**config.mk**
```make
export PLATFORM = sky130hd
export DESIGN_NAME = pipelined_chunked_add_flat
export DESIGN_NICKNAME = d
export VERILOG_FILES = /design/src/rtl/pipelined_chunked_add_if.sv /design/src/rtl/pipelined_chunked_add.sv /design/src/flat_wrapper.sv
export SDC_FILE = /design/constraint.sdc
export NUM_CORES = 1
export LEC_CHECK = 0
export BUFFER_PORTS_ARGS = -buffer_cell sky130_fd_sc_hd__clkbuf_2
export CAP_MARGIN = 20
export CELL_PAD_IN_SITES_DETAIL_PLACEMENT = 0
export CELL_PAD_IN_SITES_GLOBAL_PLACEMENT = 2
export CORE_MARGIN = 2
export CORE_UTILIZATION = 36
export DETAILED_ROUTE_END_ITERATION = 8
export PLACE_DENSITY = 0.92
export SETUP_SLACK_MARGIN = 0.15
export SLEW_MARGIN = 15
export SYNTH_ARGS = -nofsm -noshare
export SYNTH_HDL_FRONTEND = slang
export SYNTH_SLANG_ARGS = --single-unit
```
**constraint.sdc**
```tcl
create_clock -name clk -period 2.54 [get_ports clk]
set_input_delay 0.508 -clock clk [delete_from_list [all_inputs] [get_ports clk]]
set_output_delay 0.508 -clock clk [all_outputs]
set_load 0.005 [all_outputs]
```
**src/rtl/pipelined_chunked_add_if.sv**
```systemverilog
`default_nettype none
`timescale 1ns/1ps
// ============================================================================
// Module  : pipelined_chunked_add_if
// Purpose : Operand/result handshake bundle for pipelined_chunked_add.
// Revision: 1.0 - initial release
// ============================================================================
interface pipelined_chunked_add_if #(
    parameter int ADDER_WIDTH = 32,
    parameter int TAG_WIDTH   = 8
);
    logic                   in_valid;
    logic                   in_ready;
    logic [ADDER_WIDTH-1:0] a;
    logic [ADDER_WIDTH-1:0] b;
    logic                   cin;
    logic                   sub;
    logic [TAG_WIDTH-1:0]   in_tag;
    logic                   out_valid;
    logic                   out_ready;
    logic [ADDER_WIDTH-1:0] sum;
    logic                   cout;
    logic                   ovf;
    logic [TAG_WIDTH-1:0]   out_tag;

    modport master (
        output in_valid, a, b, cin, sub, in_tag, out_ready,
        input  in_ready, out_valid, sum, cout, ovf, out_tag
    );

    modport slave (
        input  in_valid, a, b, cin, sub, in_tag, out_ready,
        output in_ready, out_valid, sum, cout, ovf, out_tag
    );
endinterface
`default_nettype wire

```
**src/rtl/pipelined_chunked_add.sv**
```systemverilog
`default_nettype none
`timescale 1ns/1ps
// ============================================================================
// Module  : pipelined_chunked_add
// Purpose : Adder/subtractor that resolves one CW-bit chunk per pipeline stage.
// Revision: 1.0 - initial release
// ============================================================================
module pipelined_chunked_add #(
    parameter int ADDER_WIDTH = 32,
    parameter int NUM_CHUNKS  = 4,
    parameter int TAG_WIDTH   = 8
) (
    input  wire logic               clk,
    input  wire logic               rst_n,
    pipelined_chunked_add_if.slave  bus
);
    localparam int CW  = ADDER_WIDTH / NUM_CHUNKS;
    localparam int N   = NUM_CHUNKS;
    localparam int MSB = ADDER_WIDTH - 1;

    if ((ADDER_WIDTH % NUM_CHUNKS) != 0) begin : g_bad_width
        $error("pipelined_chunked_add: ADDER_WIDTH must be a multiple of NUM_CHUNKS");
    end

    // Every stage carries the full operands, the partially built sum and the
    // carry into the next chunk, so a whole operation moves as one slice.
    logic                   valid_q [N];
    logic [ADDER_WIDTH-1:0] a_q     [N];
    logic [ADDER_WIDTH-1:0] b_q     [N];
    logic [ADDER_WIDTH-1:0] s_q     [N];
    logic                   c_q     [N];
    logic [TAG_WIDTH-1:0]   tag_q   [N];

    logic                   valid_d [N];
    logic [ADDER_WIDTH-1:0] a_d     [N];
    logic [ADDER_WIDTH-1:0] b_d     [N];
    logic [ADDER_WIDTH-1:0] s_d     [N];
    logic                   c_d     [N];
    logic [TAG_WIDTH-1:0]   tag_d   [N];

    logic                   advance;
    logic [CW:0]            chunk;

    function automatic logic [CW:0] chunk_add(
        input logic [CW-1:0] x,
        input logic [CW-1:0] y,
        input logic          c
    );
        return {1'b0, x} + {1'b0, y} + {{CW{1'b0}}, c};
    endfunction

    assign advance      = !valid_q[N-1] || bus.out_ready;
    assign bus.in_ready = advance && rst_n;

    always_comb begin
        chunk      = '0;
        // Stage 0: operand preparation plus the least significant chunk.
        valid_d[0] = bus.in_valid && bus.in_ready;
        a_d[0]     = bus.a;
        b_d[0]     = bus.sub ? ~bus.b : bus.b;
        tag_d[0]   = bus.in_tag;
        chunk      = chunk_add(bus.a[CW-1:0], b_d[0][CW-1:0], bus.sub | bus.cin);
        s_d[0]     = '0;
        s_d[0][CW-1:0] = chunk[CW-1:0];
        c_d[0]     = chunk[CW];

        for (int k = 1; k < N; k++) begin
            valid_d[k] = valid_q[k-1];
            a_d[k]     = a_q[k-1];
            b_d[k]     = b_q[k-1];
            tag_d[k]   = tag_q[k-1];
            chunk      = chunk_add(a_q[k-1][k*CW +: CW], b_q[k-1][k*CW +: CW], c_q[k-1]);
            s_d[k]     = s_q[k-1];
            s_d[k][k*CW +: CW] = chunk[CW-1:0];
            c_d[k]     = chunk[CW];
        end
    end

    always_ff @(posedge clk or negedge rst_n) begin
        if (!rst_n) begin
            for (int k = 0; k < N; k++) begin
                valid_q[k] <= 1'b0;
                a_q[k]     <= '0;
                b_q[k]     <= '0;
                s_q[k]     <= '0;
                c_q[k]     <= 1'b0;
                tag_q[k]   <= '0;
            end
        end else if (advance) begin
            for (int k = 0; k < N; k++) begin
                valid_q[k] <= valid_d[k];
                a_q[k]     <= a_d[k];
                b_q[k]     <= b_d[k];
                s_q[k]     <= s_d[k];
                c_q[k]     <= c_d[k];
                tag_q[k]   <= tag_d[k];
            end
        end
    end

    assign bus.out_valid = valid_q[N-1];
    assign bus.sum       = s_q[N-1];
    assign bus.cout      = c_q[N-1];
    assign bus.out_tag   = tag_q[N-1];
    // b_q already holds the inverted operand for subtracts.
    assign bus.ovf       = (a_q[N-1][MSB] == b_q[N-1][MSB]) &&
                           (s_q[N-1][MSB] != a_q[N-1][MSB]);
endmodule
`default_nettype wire
```
**src/flat_wrapper.sv**
```systemverilog
// flat-port wrapper written by rule: the top's interface ports become plain ports
module pipelined_chunked_add_flat 
#(
    parameter int ADDER_WIDTH = 32,
    parameter int NUM_CHUNKS  = 4,
    parameter int TAG_WIDTH   = 8
)
  (clk, rst_n, bus_in_valid, bus_a, bus_b, bus_cin, bus_sub, bus_in_tag, bus_out_ready, bus_in_ready, bus_out_valid, bus_sum, bus_cout, bus_ovf, bus_out_tag);
  pipelined_chunked_add_if #(.ADDER_WIDTH(ADDER_WIDTH), .TAG_WIDTH(TAG_WIDTH)) bus_i ();
  input  wire logic clk;
  input  wire logic rst_n;
  input wire logic [$bits(bus_i.in_valid)-1:0] bus_in_valid;
  input wire logic [$bits(bus_i.a)-1:0] bus_a;
  input wire logic [$bits(bus_i.b)-1:0] bus_b;
  input wire logic [$bits(bus_i.cin)-1:0] bus_cin;
  input wire logic [$bits(bus_i.sub)-1:0] bus_sub;
  input wire logic [$bits(bus_i.in_tag)-1:0] bus_in_tag;
  input wire logic [$bits(bus_i.out_ready)-1:0] bus_out_ready;
  output wire logic [$bits(bus_i.in_ready)-1:0] bus_in_ready;
  output wire logic [$bits(bus_i.out_valid)-1:0] bus_out_valid;
  output wire logic [$bits(bus_i.sum)-1:0] bus_sum;
  output wire logic [$bits(bus_i.cout)-1:0] bus_cout;
  output wire logic [$bits(bus_i.ovf)-1:0] bus_ovf;
  output wire logic [$bits(bus_i.out_tag)-1:0] bus_out_tag;
  assign bus_i.in_valid = bus_in_valid;
  assign bus_i.a = bus_a;
  assign bus_i.b = bus_b;
  assign bus_i.cin = bus_cin;
  assign bus_i.sub = bus_sub;
  assign bus_i.in_tag = bus_in_tag;
  assign bus_i.out_ready = bus_out_ready;
  assign bus_in_ready = bus_i.in_ready;
  assign bus_out_valid = bus_i.out_valid;
  assign bus_sum = bus_i.sum;
  assign bus_cout = bus_i.cout;
  assign bus_ovf = bus_i.ovf;
  assign bus_out_tag = bus_i.out_tag;
  pipelined_chunked_add #(.ADDER_WIDTH(ADDER_WIDTH), .NUM_CHUNKS(NUM_CHUNKS), .TAG_WIDTH(TAG_WIDTH)) u_core (.clk(clk), .rst_n(rst_n), .bus(bus_i));
endmodule
```
==> run summary, run 1 <==
Post-DP HPWL = 14,700 um
Seq/Total Area, Yosys = 0.569
Share of cells above drive strength 1 = 0.159
Depth of the worst register-to-register path = 8
DR WL/cell = 14.0 um
Vias in the first global route = 7,037
Core area = 26,100 um^2
Synth area leader = dfrtp_1
Clock Latency Late Sink = 510 ps
Inserted Diodes = 0
LEAKAGE = 5.87 nW
CTS tree = built
Fraction of registers with async set/reset = 1.00
Die height = 167 um
Final core occ = 0.439
Post-Syn Nets = 1,169
Final setup fails = 0
Initial antenna violation count = 0
Via count = 6,981
RD Place Congestion = 0.767
FF+latch count, synth = 218
Peak VDD IR = 0.000449 V
DRT Pass-1 Iters = 9
Iter 0 DRT Violations = 517
Clk buf depth = 3
Routed Antenna Nets = 0
Final worst path period need = 2280 ps
DRC viols = 4
Highest net fanout along the worst path = 3
Count of pins over their slew limit = 0
WS Path Type = reg2reg
Failing checks = DRC
H-tree depth = 1
Synth unique cells = 35
Hold Vio Cnt, Final = 0
CP endpoint kind = register
RSZ-0062 raised after global routing = no
Sink Count = 218
Number of port buffers = 121
Hold path depth = 3
Final Cycle Share = 0.899
Max-Cap Viols = 0
Layout net count = 1,279
Ports = 122
Die X = 167 um
Row cnt = 59
Critical path launch point type = register
Final wirelength = 21,300 um
Worst Clk Skew = 8.90 ps
Post-synthesis cell count = 1,055
Filler instances = 2,660
Worst Hold Class = in2reg
Synth top area share = 0.569
Area of the multi-input gates = 3880 um^2
Worst Path Required = 2990 ps
Reg-to-reg slack, setup = 260 ps
PD cells = 1250 nW/um^2
Global-route wire length before repair = 36,500 um
Top FF cell, synth = dfrtp_1
GR Overflow Total = 0
Largest net degree at the start of global routing = 94
Max transition margin = 0.561
EDFF count, synth = 0
Area contributors post-synth = dfrtp_1, nand2_1, ha_1, o21ai_0, xnor2_1
Slew @ Worst Pin = 659 ps
WP data arrival = 2730 ps
Post-route setup TNS = 0 ps
Syn avg cell area = 9.08 um^2
Area growth from synthesis to layout = 19.7%
Root buffer cell = clkbuf_16
Reg area = 5460 um^2
Die area = 27,900 um^2
Via-to-Cell Ratio = 4.60
Achievable Freq = 0.438 GHz
Setup repair bufs after CTS = 0
Synth Cell Area = 9580 um^2
Synth warn = 0
Initial core utilization = 0.367
Num CTS Buffers = 25
GRT Total Usage = 0.158
Reg clk slew, reported paths = 60 ps
Status = complete, but fails checks
## layout make-up
class	count	share of cell area
Tap cell	335	0.0365
Multi-Input combinational cell	772	0.338
Inverter	13	0.00425
Clock buffer	34	0.0619
Clock inverter	11	0.0141
Sequential cell	218	0.476
Timing Repair Buffer	135	0.0696
## sequential cells by signal, summed over array words and instances, names as in the netlist
| name | count |
|---|---|
| u_core.s_d | 48 |
| u_core.bus.out_valid | 1 |
| u_core.c_q | 3 |
| u_core.bus.out_tag | 8 |
| u_core.bus.sum | 32 |
| u_core.a_q | 1 |
| u_core.b_q | 1 |
| u_core.valid_d | 3 |
| u_core.b_d | 48 |
| u_core.a_d | 48 |
| u_core.tag_d | 24 |
| u_core.bus.cout | 1 |
## per-layer routing
metal / vias up / global-route usage / routed length (um)
met2: 116 / 0.239 / 9300
met4: 0 / 0.0378 / 301
met5: - / 0 / 0
met1: 3268 / 0.238 / 10800
met3: 18 / 0.0258 / 932
li1: 3579 / - / -
## cell families after synthesis
logic type	share of synthesized area
xor gates and xnor gates	0.0411
adders and majority gates	0.0533
buffers and inverters	0.0298
AOI/OAI and AO/OA	0.0778
and+or+nand+nor	0.229
DFF	0.569
## report_power, final
| group | total [W] | leakage, nW | switching (W) | internal [W] |
|---|---|---|---|---|
| combinational | 0.00465 | 2.83 | 0.00267 | 0.00198 |
| clock | 0.00377 | 0.435 | 0.00141 | 0.00236 |
| sequential | 0.00588 | 2.61 | 0.000892 | 0.00499 |
## worst max-delay path, stage by stage, from the launching register on
cell	delay, ps
dfrtp_1	400
fa_1	490
inv_1	110
fa_2	240
nor2b_4	50
o31a_1	270
o311a_1	330
a211oi_1	230
a21o_1	110
## layout by cell type, fill, tap and decap left out, types with 14 or more instances in the layout
master     count
nand2_1      521
clkbuf_16     25
nor2_1        19
a21oi_1       14
xnor2_1       25
xor2_1        20
dfrtp_1      218
clkbuf_2     120
ha_1          28
o21ai_0       63
## stage by stage
step,setup WS [ps],instances,cell area (um^2),hold WS [ps],power (W)
6_report,257,1518,11500,193,0.0143
5_1_grt,164,1518,11500,182,0.0156
4_1_cts,236,1518,11500,170,0.0145
3_5_place_dp,-29.3,1472,10600,421,0.0107
3_3_place_gp,12.1,1472,10600,418,0.0105
2_1_floorplan,-71.6,1055,9630,212,0.00900
## Yosys cell counts, types with 2 or more instances
cell and instances:
a211oi_1 13, a21o_1 9, a21oi_1 15, a31oi_1 4, a41oi_1 2, buf_1 2
buf_2 33, clkbuf_1 17, dfrtp_1 218, fa_1 8, ha_1 28, inv_1 13
nand2_1 521, nand2b_1 3, nand3_1 2, nor2_1 19, nor2b_1 3, nor2b_4 2
nor3_1 8, o211ai_1 2, o21a_1 3, o21ai_0 64, o21bai_1 4, o311a_1 2
o31a_1 3, or2_2 3, or3_1 3, xnor2_1 25, xor2_1 20
## path summary, 6_finish.rpt
check	from	end
hold / removal	bus_a[16]	u_core.a_d[80]
min in group asynchronous	rst_n	u_core.s_d[68]
setup / recovery	u_core.b_d[24]	u_core.bus.sum[30]
setup reg to reg	u_core.b_d[24]	u_core.bus.sum[30]
hold reg to reg	u_core.valid_d[0]	u_core.valid_d[0]
max in group asynchronous	rst_n	u_core.bus.out_tag[5]
## what timing repair did
item	in CTS	in global routing
resized for setup	0	2
hold buffers	1	0
endpoints found under the hold margin	32	0
setup endpoints to repair	0	3
(Power assumes the default switching activity.)
==> inputs of run 2 (changes only) <==
--- a/config.mk
+++ b/config.mk
@@ -5,14 +5,15 @@
 export SDC_FILE = /design/constraint.sdc
 export NUM_CORES = 1
 export LEC_CHECK = 0
+export ABC_AREA = 1
 export BUFFER_PORTS_ARGS = -buffer_cell sky130_fd_sc_hd__clkbuf_2
 export CAP_MARGIN = 20
 export CELL_PAD_IN_SITES_DETAIL_PLACEMENT = 0
 export CELL_PAD_IN_SITES_GLOBAL_PLACEMENT = 2
 export CORE_MARGIN = 2
-export CORE_UTILIZATION = 36
+export CORE_UTILIZATION = 35
 export DETAILED_ROUTE_END_ITERATION = 8
-export PLACE_DENSITY = 0.92
+export PLACE_DENSITY = 0.91
 export SETUP_SLACK_MARGIN = 0.15
 export SLEW_MARGIN = 15
 export SYNTH_ARGS = -nofsm -noshare
==> run summary, run 2 <==
Status = finished, final reports clean
Synth warn = 0 (unchanged)
Synth unique cells = 27 (-23%)
Max-Cap Viols = 0 (unchanged)
Area contributors post-synth = dfrtp_1, nand2_1, o21ai_0, inv_1, ha_1
Synth Cell Area = 9760 um^2 (+1.8%)
Worst Hold Class = in2reg
Sink Count = 218 (unchanged)
Fraction of registers with async set/reset = 1.00 (unchanged)
Internal Power = 0.00910 W (-2.4%)
FF+latch count, synth = 218 (unchanged)
Sw frac = 0.351 (+0.00303)
GR Overflow Total = 0 (unchanged)
RSZ-0062 raised after global routing = no
Post-synth top cells = nand2_1, dfrtp_1, o21ai_0
Design area = 11,600 um^2 (+1.4%)
Placed cell area = 10,700 um^2 (+1.3%)
Final setup fails = 0 (unchanged)
Peak VDD IR = 0.000514 V (+15%)
Reg clk slew, reported paths = 60 ps (about the same)
Worst Clk Skew = 14.1 ps (+5.22 ps)
Hold Vio Cnt, Final = 0 (unchanged)
Post-DP HPWL = 13,500 um (-8.3%)
Final Cycle Share = 0.874 (-0.0244)
Via-to-Cell Ratio = 4.43 (-3.6%)
Worst R2R Start = u_core.b_d[72]
Seq/Total Area, Yosys = 0.559 (-0.0103)
Setup repair bufs after CTS = 0 (unchanged)
EDFF count, synth = 0 (unchanged)
Clk buf depth = 3 (unchanged)
Share of cells above drive strength 1 = 0.146 (-0.0131)
Die X = 171 um (+2.3%)
Hold Path Origin = bus_a[10]
Routed Antenna Nets = 0 (unchanged)
Initial antenna violation count = 3 (+3)
WS Path Type = in2out
WP data arrival = 1710 ps (-1020 ps)
Initial core utilization = 0.353 (-0.0135)
Net switching power = 0.00492 W (-1.1%)
Leading cell types in the layout, fill and taps excluded = nand2_1, dfrtp_1, o21ai_0
Highest net fanout along the worst path = 5 (+2)
Achievable Freq = 0.450 GHz (+2.8%)
Die height = 171 um (+2.3%)
Die area = 29,200 um^2 (+4.6%)
Via count = 7,222 (+3.5%)
Flop pwr share = 0.412 (about the same)
Iter 0 DRT Violations = 412 (-20%)
Num CTS Buffers = 26 (+4.0%)
Post-Syn Nets = 1,233 (+5.5%)
Max transition margin = 0.565 (+0.00412)
Layout net count = 1,345 (+5.2%)
GRT Total Usage = 0.146 (-0.0125)
Post-synthesis cell count = 1,119 (+6.1%)
Top FF cell, synth = dfrtp_1
Clock power share = 0.264 (about the same)
Synth area leader = dfrtp_1
Clock Latency Late Sink = 520 ps (about the same)
Comb power frac = 0.323 (-0.002)
Commonest non-fill, non-tap cell in the layout = nand2_1
Area growth from synthesis to layout = 19.1%
Post-CTS Resized = 0 (unchanged)
Most common cell in the netlist = nand2_1
Slew @ Worst Pin = 653 ps (-6.18 ps)
Row cnt = 61 (+3.4%)
CTS tree = built
Final worst path period need = 2220 ps (-61.9 ps)
Largest net degree at the start of global routing = 130 (+38%)
Worst Path Required = 2030 ps (-960 ps)
Core area = 27,600 um^2 (+5.7%)
Root buffer cell = clkbuf_16
Syn avg cell area = 8.72 um^2 (-4.0%)
Synth top area share = 0.559 (-0.0103)
Post-route setup TNS = 0 ps (unchanged)
Critical path launch point type = input pin
Crit path launch = rst_n
Global-route wire length before repair = 34,900 um (-4.4%)
Filler instances = 2,831 (+6.4%)
Count of pins over their slew limit = 0 (unchanged)
Ports = 122 (unchanged)
CP endpoint kind = output pin
DRT Pass-1 Iters = 4 (-5)
PD cells = 1210 nW/um^2 (-3.3%)
Vias in the first global route = 7,113 (+1.1%)
DRC viols = 0 (-4)
Number of port buffers = 121 (unchanged)
H-tree depth = 1 (unchanged)
DR WL/cell = 12.7 um (-9.6%)
LEAKAGE = 6.01 nW (+2.3%)
Final wirelength = 20,700 um (-3.0%)
RD Place Congestion = 0.773 (+0.74%)
run 2: power by group through the flow:
stage | registers, W | clock network (W) | logic (W)
finish | 0.00578 | 0.00371 | 0.00453
global route | 0.00596 | 0.00397 | 0.00543
CTS | 0.00579 | 0.00385 | 0.00466
detailed placement | 0.00583 | 0 | 0.00461
global placement | 0.00580 | 0 | 0.00452
floorplan | 0.00564 | 0 | 0.00334
run 2: path summary, 6_finish.rpt:
path	depth (start not counted)	slack (ps)	endpoint
worst max-delay path	5	320	bus_in_ready
worst min-delay path	3	180	u_core.a_d[74]
worst max register to register	9	550	u_core.s_d[46]
worst min register to register	2	460	u_core.b_d[30]
max in group asynchronous	3	1310	u_core.s_d[3]
min in group asynchronous	3	580	u_core.a_d[62]
run 2: repair_timing:
| item | 4_1_cts | 5_1_grt |
|---|---|---|
| endpoints found under the hold margin | 28 | 0 |
| setup endpoints to repair | 0 | 0 |
| hold buffers | 2 | 0 |
run 2: cell families (layout without fill, tap and decap cells):
kind of cell | count (synthesis) | after routing | synth area share
compound gates | 161 | 161 | 0.0840
buf+inv | 152 | 281 | 0.0647
xor+xnor | 32 | 32 | 0.0287
simple gates | 520 | 520 | 0.211
flops | 218 | 218 | 0.559
fa+ha+maj | 36 | 36 | 0.0523
other cells | 0 | 3 | 0
run 2: area by class of cell:
type                    count  area, um^2  area share
repair buffers            135         761      0.0654
clock inverters             3        40.0     0.00344
inverters                 101         384      0.0330
multi-input cells         749        3670       0.316
flip-flops and latches    218        5460       0.469
well taps                 378         473      0.0407
clock buffers              42         832      0.0716
diodes                      3        7.51    0.000646
run 2: worst max-delay path, cell delays in order:
cell and delay (ps):
dlygate4sd3_1 570, buf_8 160, inv_1 50, nor2_1 240
clkbuf_2 170
run 2: metrics by stage:
stage                      util  total power, W  hold slack, ps  worst slack (ps)  std cells
after detailed placement  0.388          0.0104             403               338       1579
after global routing      0.421          0.0154             184               232       1626
after global placement    0.388          0.0103             401               328       1579
after CTS                 0.421          0.0143             159               275       1626
after floorplan               -         0.00898             212               227       1119
final                     0.421          0.0140             181               319       1629
run 2: routing by layer:
metal / routed length [um] / GRT usage / up-vias / part of all wire
li1: - / - / 3734 / -
met1: 10000 / 0.202 / 3348 / 0.49
met2: 9250 / 0.231 / 114 / 0.45
met3: 1090 / 0.0335 / 24 / 0.053
met4: 259 / 0.0343 / 2 / 0.013
met5: 12 / 0 / - / 0.00058
==> inputs of run 3 (changes only) <==
--- a/config.mk
+++ b/config.mk
@@ -6,7 +6,7 @@
 export NUM_CORES = 1
 export LEC_CHECK = 0
 export ABC_AREA = 1
-export BUFFER_PORTS_ARGS = -buffer_cell sky130_fd_sc_hd__clkbuf_2
+export BUFFER_PORTS_ARGS = -buffer_cell sky130_fd_sc_hd__buf_2
 export CAP_MARGIN = 20
 export CELL_PAD_IN_SITES_DETAIL_PLACEMENT = 0
 export CELL_PAD_IN_SITES_GLOBAL_PLACEMENT = 2
@@ -15,7 +15,7 @@
 export DETAILED_ROUTE_END_ITERATION = 8
 export PLACE_DENSITY = 0.91
 export SETUP_SLACK_MARGIN = 0.15
-export SLEW_MARGIN = 15
+export SLEW_MARGIN = 20
 export SYNTH_ARGS = -nofsm -noshare
 export SYNTH_HDL_FRONTEND = slang
 export SYNTH_SLANG_ARGS = --single-unit
==> run summary, run 3 (synthesized netlist as in run 2, its figures left out) <==
Status = finished, final reports clean
Core area = 27,600 um^2 (unchanged)
Ports = 122 (unchanged)
DRT Pass-1 Iters = 5 (+1)
Sw frac = 0.348 (-0.00289)
GR Overflow Total = 0 (unchanged)
Max transition margin = 0.519 (-0.0456)
Row cnt = 61 (unchanged)
WP data arrival = 2450 ps (+740 ps)
Largest net degree at the start of global routing = 135 (+3.8%)
Global-route wire length before repair = 34,700 um (-0.55%)
Share of cells above drive strength 1 = 0.148 (+0.00184)
Family with the most delay on the worst path = adder cells
DR WL/cell = 12.5 um (-1.2%)
Via count = 7,164 (-0.80%)
Routed Antenna Nets = 0 (unchanged)
Commonest non-fill, non-tap cell in the layout = nand2_1
Setup repair bufs after CTS = 0 (unchanged)
Iter 0 DRT Violations = 383 (-7.0%)
Via-to-Cell Ratio = 4.40 (-0.68%)
Critical path launch point type = register
Final wirelength = 20,400 um (-1.4%)
Dpl cells = 1,577 (-0.13%)
Final Cycle Share = 0.787 (-0.0870)
LEAKAGE = 6.00 nW (-0.12%)
Sink Count = 218 (unchanged)
Crit path max-delay cell type = fa_1
Post-route setup TNS = 0 ps (unchanged)
Cell repeated most along the worst path = nand2_1
Peak VDD IR = 0.000498 V (-3.1%)
Post-CTS Resized = 0 (unchanged)
Buf+Inv Stages, Crit Path = 0 (-4)
Highest net fanout along the worst path = 3 (-2)
Worst Clk Skew = 14.8 ps (+0.632 ps)
CP cell instances = fa_1 > fa_1 > nand2_1 > nand3_1 > nand3_1 > nand2_1 > nand2_1 > nand3_1 > nand2_1
Initial core utilization = 0.353 (unchanged)
Layout net count = 1,342 (-0.22%)
Final setup fails = 0 (unchanged)
Max-Cap Viols = 0 (unchanged)
Vias in the first global route = 7,047 (-0.93%)
CTS tree = built
Post-DP HPWL = 13,200 um (-2.3%)
Hold Vio Cnt, Final = 0 (unchanged)
Number of port buffers = 121 (unchanged)
Clock power share = 0.276 (+0.012)
Comb power frac = 0.319 (-0.004)
Die X = 171 um (unchanged)
# hold bufs at CTS = 0 (-2)
WS Path Type = reg2reg
GRT Total Usage = 0.144 (-0.00155)
Die height = 171 um (unchanged)
Achievable Freq = 0.500 GHz (+11%)
DRC viols = 0 (unchanged)
Worst Path Required = 2990 ps (+960 ps)
Count of pins over their slew limit = 0 (unchanged)
RSZ-0062 raised after global routing = no
Root buffer cell = clkbuf_16
Worst Hold Class = in2async
Area growth from synthesis to layout = 19.3%
Clk buf depth = 3 (unchanged)
H-tree depth = 1 (unchanged)
Fin cells = 1,627 (-0.12%)
Reg clk slew, reported paths = 60 ps (about the same)
Die area = 29,200 um^2 (unchanged)
Leading cell types in the layout, fill and taps excluded = nand2_1, dfrtp_1, o21ai_0
CP endpoint kind = register
Final core occ = 0.422 (+0.000725)
Final worst path period need = 2000 ps (-221 ps)
Net switching power = 0.00493 W (+0.38%)
Initial antenna violation count = 5 (+2)
Flop pwr share = 0.406 (-0.006)
Internal Power = 0.00925 W (+1.7%)
Num CTS Buffers = 27 (+3.8%)
RD Place Congestion = 0.780 (+0.98%)
PD cells = 1220 nW/um^2 (+1.0%)
Slowest Stage Delay on Critical Path = 510 ps (-60 ps)
Slew @ Worst Pin = 721 ps (+68.4 ps)
Clock Latency Late Sink = 510 ps (about the same)
## run 3: power by group through the flow
stage          combinational, W  clock, W  sequential (W)
3_3_place_gp            0.00452         0         0.00579
2_1_floorplan           0.00334         0         0.00564
6_report                0.00452   0.00391         0.00576
4_1_cts                 0.00464   0.00402         0.00577
3_5_place_dp            0.00461         0         0.00581
5_1_grt                 0.00539   0.00418         0.00595
## run 3: layer usage
layer,vias to the layer above,track usage,wire length (um)
met1,3321,0.203,10100
met3,21,0.0335,1060
met4,4,0.0269,229
met5,-,0,27
li1,3706,-,-
met2,112,0.228,9000
## run 3: area by class of cell
| cell class | count | area (um^2) |
|---|---|---|
| multi-input combinational | 749 | 3670 |
| fill | 2839 | 16000 |
| tap | 378 | 473 |
| sequential | 218 | 5460 |
| antenna | 3 | 7.51 |
| inverter | 101 | 384 |
| clock buffer | 37 | 793 |
| timing repair buffer | 131 | 728 |
| clock inverter | 10 | 131 |
## run 3: final timing paths
path / depth (start not counted) / from / to / slack [ps]
max reg2reg: 9 / u_core.b_d[72] / u_core.s_d[46] / 540
min: 2 / rst_n / u_core.s_d[20] / 80
max: 9 / u_core.b_d[72] / u_core.s_d[46] / 540
min in group clk: 3 / bus_a[9] / u_core.a_d[73] / 190
min reg2reg: 2 / u_core.s_d[68] / u_core.s_d[36] / 460
max in group asynchronous: 3 / rst_n / u_core.valid_d[1] / 1470
## run 3: stage by stage
stage	hold WS (ps)	instance area [um^2]	power, W	setup slack, ps
finish	78.2	11600	0.0142	540
floorplan	212	9760	0.00898	227
detailed placement	454	10700	0.0104	312
global route	108	11600	0.0155	401
global placement	452	10700	0.0103	305
CTS	85.6	11600	0.0144	521
